[src/rtl/mmcam_mem_ctrl_pkg.sv]
// Shared sizes, packet field positions, FSM encoding and error codes for the
// MMCAM matching-memory controller.
package mmcam_mem_ctrl_pkg;

  localparam int ENTRIES   = 64;
  localparam int ADDR_W    = 6;
  localparam int DATA_W    = 18;
  localparam int HDR_W     = 18;
  localparam int CNT_W     = ADDR_W + 1;
  localparam int PKT_IN_W  = HDR_W + 2 + DATA_W;
  localparam int PKT_OUT_W = HDR_W + 2 * DATA_W;

  localparam int HDR_MSB  = 37;
  localparam int HDR_LSB  = 20;
  localparam int LR_BIT   = 19;
  localparam int MF_BIT   = 18;
  localparam int DATA_MSB = 17;

  typedef enum logic [2:0] {
    ST_IDLE  = 3'd0,
    ST_WRITE = 3'd1,
    ST_READ  = 3'd2,
    ST_PAIR  = 3'd3,
    ST_OUT   = 3'd4
  } state_t;

  localparam logic [1:0] ERR_NONE        = 2'b00;
  localparam logic [1:0] ERR_WR_VALID    = 2'b01;
  localparam logic [1:0] ERR_DEL_INVALID = 2'b10;
  localparam logic [1:0] ERR_PROTO       = 2'b11;

endpackage

[src/rtl/mmcam_data_ram.sv]
// Single-port operand store: synchronous write, registered read-first output.
// No reset so it maps onto block RAM.
module mmcam_data_ram
  import mmcam_mem_ctrl_pkg::*;
(
  input  logic              clk,
  input  logic              we,
  input  logic [ADDR_W-1:0] addr,
  input  logic [DATA_W-1:0] wdata,
  output logic [DATA_W-1:0] rdata
);

  logic [DATA_W-1:0] mem [ENTRIES];

  always_ff @(posedge clk) begin
    if (we) mem[addr] <= wdata;
    rdata <= mem[addr];
  end

endmodule

[src/rtl/mmcam_mem_ctrl.sv]
// Matching-memory sequencer: parks unmatched operands on a CAM miss, pairs
// them with the incoming operand on a hit, and tracks occupancy and errors.
module mmcam_mem_ctrl
  import mmcam_mem_ctrl_pkg::*;
(
  input  logic                 CP,
  input  logic                 MR,
  input  logic                 Send_in,
  output logic                 Ack_out,
  input  logic [PKT_IN_W-1:0]  PACKET_IN,
  input  logic                 WR_E,
  input  logic                 DEL,
  input  logic [ADDR_W-1:0]    ADDR,
  output logic                 Send_out,
  input  logic                 Ack_in,
  output logic [PKT_OUT_W-1:0] PACKET_OUT,
  output logic [CNT_W-1:0]     CNT,
  output logic                 FULL,
  output logic                 ERR,
  output logic [1:0]           ERR_CODE
);

  state_t                 state_reg;
  logic [ENTRIES-1:0]     valid_reg;
  logic [CNT_W-1:0]       cnt_reg;
  logic                   err_reg;
  logic [1:0]             err_code_reg;
  logic                   send_out_reg;
  logic [PKT_OUT_W-1:0]   packet_out_reg;
  logic [HDR_W-1:0]       hdr_reg;
  logic                   lr_reg;
  logic [DATA_W-1:0]      data_reg;
  logic [ADDR_W-1:0]      addr_reg;
  logic [DATA_W-1:0]      ram_rdata;
  logic                   err_hit;
  logic [1:0]             err_cause;

  mmcam_data_ram u_ram (
    .clk   (CP),
    .we    (state_reg == ST_WRITE),
    .addr  (addr_reg),
    .wdata (data_reg),
    .rdata (ram_rdata)
  );

  // Error detection is kept apart so only the first cause is latched below.
  always_comb begin
    err_hit   = 1'b0;
    err_cause = ERR_NONE;
    case (state_reg)
      ST_IDLE:
        if (Send_in && PACKET_IN[MF_BIT] && (WR_E == DEL)) begin
          err_hit   = 1'b1;
          err_cause = ERR_PROTO;
        end
      ST_WRITE:
        if (valid_reg[addr_reg]) begin
          err_hit   = 1'b1;
          err_cause = ERR_WR_VALID;
        end
      ST_READ:
        if (!valid_reg[addr_reg]) begin
          err_hit   = 1'b1;
          err_cause = ERR_DEL_INVALID;
        end
      default: ;
    endcase
  end

  always_ff @(posedge CP) begin
    if (MR) begin
      state_reg      <= ST_IDLE;
      valid_reg      <= '0;
      cnt_reg        <= '0;
      err_reg        <= 1'b0;
      err_code_reg   <= ERR_NONE;
      send_out_reg   <= 1'b0;
      packet_out_reg <= '0;
    end else begin
      if (err_hit) begin
        err_reg <= 1'b1;
        if (!err_reg) err_code_reg <= err_cause;
      end
      case (state_reg)
        ST_IDLE:
          if (Send_in) begin
            hdr_reg  <= PACKET_IN[HDR_MSB:HDR_LSB];
            lr_reg   <= PACKET_IN[LR_BIT];
            data_reg <= PACKET_IN[DATA_MSB:0];
            addr_reg <= ADDR;
            if (!PACKET_IN[MF_BIT]) begin
              packet_out_reg <= {PACKET_IN[HDR_MSB:HDR_LSB], PACKET_IN[DATA_MSB:0],
                                 {DATA_W{1'b0}}};
              send_out_reg   <= 1'b1;
              state_reg      <= ST_OUT;
            end else if (WR_E && !DEL) begin
              state_reg <= ST_WRITE;
            end else if (DEL && !WR_E) begin
              state_reg <= ST_READ;
            end
          end
        ST_WRITE: begin
          valid_reg[addr_reg] <= 1'b1;
          if (!valid_reg[addr_reg] && cnt_reg != CNT_W'(ENTRIES))
            cnt_reg <= cnt_reg + 1'b1;
          state_reg <= ST_IDLE;
        end
        ST_READ: begin
          valid_reg[addr_reg] <= 1'b0;
          if (valid_reg[addr_reg] && cnt_reg != '0)
            cnt_reg <= cnt_reg - 1'b1;
          state_reg <= ST_PAIR;
        end
        ST_PAIR: begin
          packet_out_reg <= lr_reg ? {hdr_reg, ram_rdata, data_reg}
                                   : {hdr_reg, data_reg, ram_rdata};
          send_out_reg   <= 1'b1;
          state_reg      <= ST_OUT;
        end
        ST_OUT:
          if (Ack_in) begin
            send_out_reg <= 1'b0;
            state_reg    <= ST_IDLE;
          end
        default: state_reg <= ST_IDLE;
      endcase
    end
  end

  assign Ack_out    = (state_reg == ST_IDLE) && !MR;
  assign Send_out   = send_out_reg;
  assign PACKET_OUT = packet_out_reg;
  assign CNT        = cnt_reg;
  assign FULL       = (cnt_reg == CNT_W'(ENTRIES));
  assign ERR        = err_reg;
  assign ERR_CODE   = err_code_reg;

endmodule

[config.mk]
export PLATFORM = sky130hd
export DESIGN_NAME = mmcam_mem_ctrl
export DESIGN_NICKNAME = d
export VERILOG_FILES = /design/src/rtl/mmcam_mem_ctrl_pkg.sv /design/src/rtl/mmcam_data_ram.sv /design/src/rtl/mmcam_mem_ctrl.sv
export SDC_FILE = /design/constraint.sdc
export NUM_CORES = 1
export LEC_CHECK = 0
export ABC_AREA = 1
export CORE_ASPECT_RATIO = 1.25
export CORE_MARGIN = 8
export CORE_UTILIZATION = 55
export CTS_CLUSTER_SIZE = 10
export DETAILED_ROUTE_END_ITERATION = 10
export HOLD_SLACK_MARGIN = 0.15
export PLACE_DENSITY_LB_ADDON = 0.05
export RECOVER_POWER = 50
export SYNTH_ARGS = -nofsm -noshare
export SYNTH_HDL_FRONTEND = slang
export SYNTH_HIERARCHICAL = 1
export SYNTH_SLANG_ARGS = --single-unit
[constraint.sdc]
create_clock -name CP -period 4.44 [get_ports CP]
set_clock_uncertainty 0.05 [all_clocks]
set_input_delay 0.888 -clock CP [delete_from_list [all_inputs] [get_ports CP]]
set_output_delay 0.888 -clock CP [all_outputs]
set_load 0.01 [all_outputs]
# Word level (Yosys, flattened, before mapping)
# Memory sizes are Yosys's and may differ from the RTL's. A register that Yosys moved wholly into a read port is not among the register bits.
# Index checks and enable logic that the tools add are counted.
dict set report word_totals {
  regBits 175
  mem_bits_rw 1152
  input_bits 50
  output_inout_bits 67
  elab_cells 89
  mem_count 1
}
# name depth word_bits rd rd_ports_with_merged_regs wr line
set mem_list {}
lappend mem_list {u_ram.mem 64 18 1 1 1 mmcam_data_ram.sv:13} ;# logic [DATA_W-1:0] mem [ENTRIES];
dict set report classes {
  addsub 2
  n_lt_le_gt_ge 2
  n_eq_ne 13
  mux 32
  n_bitwise 5
  n_reduce_logical 23
}
# operator n
set ops {}
lappend ops {{64-bit one-hot mux with 2 select lines} 1}
lappend ops {{54-bit two-way mux} 2}
lappend ops {{54-bit one-hot mux with 2 select lines} 1}
lappend ops {{64-bit AND} 1}
lappend ops {{64-bit inverter} 1}
lappend ops {{64-bit OR} 1}
lappend ops {{36-bit two-way mux} 1}
lappend ops {{3-bit two-way mux} 5}
lappend ops {{7-bit two-way mux} 2}
lappend ops {{7-bit one-hot mux with 2 select lines} 1}
lappend ops {{3-bit one-hot mux with 4 select lines} 1}
lappend ops {{3-bit AND reduction} 4}
lappend ops {{1-bit two-way mux} 11}
lappend ops {{2-bit != test, second input constant} 5}
lappend ops {{1-bit logical AND} 8}
lappend ops {{7-bit by 1-bit adder with 7-bit output, second input constant} 1}
lappend ops {{7-bit == test, second input constant} 1}
lappend ops {{6-bit by 7-bit < comparator with 1-bit output, second input constant} 1}
lappend ops {{7-bit != test, second input constant} 1}
lappend ops {{7-bit nonzero test} 1}
lappend ops {{7-bit by 1-bit subtractor with 7-bit output, second input constant} 1}
lappend ops {{1-bit binary-select mux with 6-bit select} 1}
lappend ops {{1-bit demux with 6-bit select} 1}
lappend ops {{3-bit by 2-bit == test with 1-bit output, second input constant} 2}
lappend ops {{other kinds (15)} 22}

# Logic depth before layout (Yosys ltp)
dict set report logic_depth {
  depth_word 7
  mapped_depth 15
  mapped_depth_nobuf 14
}

# Cells and area by module
# The synthesis kept the hierarchy.
# module n_inst cells_each area_per_inst_um2 seq_area_each_um2
set modules_own_cells {}
lappend modules_own_cells {mmcam_data_ram 1 4781 48881.9 34953.5}
lappend modules_own_cells {mmcam_mem_ctrl 1 1014 8146.6 3933.8}

# Worst setup path before layout
# No wires, ideal clock.
dict set report synth_timing {
  path_kind {input to register}
  startpoint {in MR}
  endpoint {reg addr_reg[0] (enable)}
  setup_ns 0.497
  arrival_time_ns 4.232
  required_ns 3.893
  slack_ns -0.338
  stages 3
  path_buffers 2
  path_cell_list {clkbuf_1 > clkbuf_1 > nor3_1}
}
dict set report synth_between {
  elab_chain_len 2
}
# item line
set synth_lines {}
lappend synth_lines {{start, declared} mmcam_mem_ctrl.sv:7} ;# input logic MR,
lappend synth_lines {{1-bit inverter (no line)} n/a}
lappend synth_lines {{3-bit AND reduction (no line)} n/a}
lappend synth_lines {{end signal, assigned} mmcam_mem_ctrl.sv:90} ;# addr_reg <= ADDR;
lappend synth_lines {{end, declared} mmcam_mem_ctrl.sv:33} ;# logic [ADDR_W-1:0] addr_reg;
# Every way passes these cells.
# A chain may end at the register's enable or synchronous reset.

# Final worst setup path
dict set report layout_timing {
  startpoint {reg addr_reg[5]}
  endpoint {mem u_ram.mem[23][7] (enable)}
}
# item line
set layout_rtl {}
lappend layout_rtl {{end, declared} mmcam_data_ram.sv:13}
# Straight into the memory's write port.

==> results.sh <==
export IMPL_status="finished, violations left"
export IMPL_synth_top_area_share_pct=62.92
export IMPL_core_area_um2=103200
export IMPL_clock_fmax_ghz=0.2662
export IMPL_hold_buffers=0
export IMPL_slew_limit_headroom_pct=-71.70
export IMPL_synth_cell_types=39
export IMPL_cts_root_buf="clkbuf_16"
export IMPL_final_util_pct=62.03
export IMPL_powerDensity_nw_per_um2=423.1
export IMPL_tritoncts="done"
export IMPL_critical_path_arrival_ns=4.06
export IMPL_syn_num_nets=5849
export IMPL_total_power_w=0.02709
export IMPL_p_leak_nw=26.50
export IMPL_synth_seq_area_share_pct=68.19
export IMPL_fin_nets=5981
export IMPL_seq_power_share_pct=51.7
export IMPL_drtPass1Iterations=7
export IMPL_synth_area_leaders="edfxtp_1, nand2_1, dfxtp_1, buf_2, nor2_1"
export IMPL_p_switching_w=0.006313
export IMPL_cap_viol_max_count=19
export IMPL_fin_crit_sh_pct=84.59
export IMPL_combinationalPowerShare_pct=7.0
export IMPL_wl_um=161000
export IMPL_dr_first_iter_drc_count=3904
export IMPL_violations="capacitance limit, slew limit"
export IMPL_crit_required_ns=4.74
export IMPL_multi_input_area_um2=16210
export IMPL_grt_max_degree=158
export IMPL_grt_first_pass_wirelength_um=241200
export IMPL_vias=40290
export IMPL_cp_max_fo=19
export IMPL_hold_viol=0
export IMPL_cts_max_level=4
export IMPL_async_flop_share_pct=0
export IMPL_final_cells=7344
export IMPL_rsz0062_at_grt="false"
export IMPL_ios=117
export IMPL_wire_per_inst_um=21.93
export IMPL_cts_clk_slew_worst_paths_ns=0.06
export IMPL_overflow=0
export IMPL_setup_viol=0
export IMPL_chipHeight_um=376.0
export IMPL_largest_register="u_ram/mem"
export IMPL_antenna_found_initial=6
export IMPL_holdWs_ns=0.4016
export IMPL_fillers=8454
export IMPL_clkPwrFrac_pct=41.3
export IMPL_synthFlopType="edfxtp_1"
export IMPL_worst_pin_slew_ns=2.576
export IMPL_num_rows=132
export IMPL_hold_path_class="reg -> reg"
export IMPL_slew_violations=1099
export IMPL_grt_usage_pct=27.71
export IMPL_worstSkewPairLatency_ns=0.77
export IMPL_start_util_pct=55.25
export IMPL_numCtsBuffers=154
export IMPL_die_w_um=304.0
export IMPL_critPathLaunchType="flip-flop"
export IMPL_internal_power_w=0.02078
export IMPL_cts_repair_resized=0
export IMPL_netSwitchingFraction_pct=23.30
export IMPL_avgSynthCellArea_um2=9.841
export IMPL_synth_edf_count=1195
export IMPL_synth_seq_cells=1345
export IMPL_yosysWarningCount=6
export IMPL_place_hpwl_um=91910
export IMPL_syn_inst=5795
export IMPL_vdd_ir_drop_max_mv=0.3753
export IMPL_placed_cells=7111
export IMPL_yosys_cell_count_top_type="nand2_1"
export IMPL_syn_area_um2=57030
export IMPL_drc=0
export IMPL_cts_num_sinks=1345
export IMPL_path_class="reg -> reg"
export IMPL_via_per_inst=5.486
export IMPL_grt_pass1_vias=38230
export IMPL_cts_setup_buffers=0
export IMPL_ant_nets=0
export IMPL_fin_tns_setup_ns=0
export IMPL_clockBufferDepth=3
export IMPL_drive_gt1_share_pct=6.736
export IMPL_largest_reg_flops=1152
export IMPL_die_area_um2=114300
export IMPL_cp_end_kind="flip-flop"
export IMPL_min_period_ns=3.756
export IMPL_gp_congestion=0.9441
export IMPL_synth_area_leader_cell="edfxtp_1"
export IMPL_seq_area_um2=38890
export IMPL_synth_common_cells="nand2_1, edfxtp_1, nor2_1"
export IMPL_syn_to_final_growth_pct=12.27
export IMPL_io_buffers=116
## metal layers
metal	routed length [um]	global-route usage (%)
met5	27	0
met2	78760	46.42
met1	65860	36.27
met3	9966	3.963
met4	6409	11.82
## worst paths after layout
| kind | slack (ns) | cells after the start | to | startpoint |
|---|---|---|---|---|
| setup / recovery | 0.68 | 6 | u_ram/mem[23][7]$_DFFE_PP_ | addr_reg[5]$_DFFE_PP_ |
| hold / removal | 0.40 | 2 | flip-flop | flip-flop |
| setup reg to reg | 0.68 | 6 | u_ram/mem[23][7]$_DFFE_PP_ | addr_reg[5]$_DFFE_PP_ |
| hold reg to reg | 0.40 | 2 | flip-flop | flip-flop |
## through the flow
step           setup slack (ns)  cell area [um^2]
6_report                 0.6840             64030
2_1_floorplan            0.8792             57030
4_1_cts                   1.147             64160
3_5_place_dp              1.391             59880
3_3_place_gp              1.418             59880
5_1_grt                  0.5080             64020
## power groups by stage
stage | registers [W] | logic, W | clock network, W
after global placement | 0.0142 | 0.00191 | 0
after detailed placement | 0.0142 | 0.00192 | 0
after floorplan | 0.0143 | 0.00105 | 0
final | 0.0140 | 0.00190 | 0.0112
after CTS | 0.0140 | 0.00192 | 0.0114
after global routing | 0.0140 | 0.00207 | 0.0118
## final cells by class
class	instances	area share (%)
Timing Repair Buffer	274	3.775
Sequential cell	1345	60.74
Inverter	139	0.8422
Multi-Input combinational cell	4013	25.32
Clock buffer	211	6.369
Tap cell	1340	2.619
Clock inverter	16	0.3127
Antenna cell	6	0.02345
## placed cells by master (no fill, tap or decap), types with 49 or more instances in the layout
cell type        count
nand2_1           3446
edfxtp_1          1195
clkbuf_16          154
dfxtp_1            150
nor2_1             150
inv_1              123
buf_4              121
clkdlybuf4s50_1     72
a21oi_1             67
clkbuf_1            66
a31oi_1             56
nand3_1             52
o21ai_1             49
## cells by family after synthesis
logic type,share of synthesized area [%]
compound gates,2.593
fa+ha+maj,0.08776
simple gates,24.95
mux,0.7109
flops,68.19
xor+xnor,0.07680
buf+inv,3.394
## worst max-delay path, stage by stage (launching register included)
cell	delay [ns]
edfxtp_1	0.51
buf_4	0.24
nor3_1	0.23
clkbuf_1	0.79
inv_1	0.36
nor2_1	0.16
clkbuf_1	0.97
No activity file was read; power rests on OpenSTA's default activity.
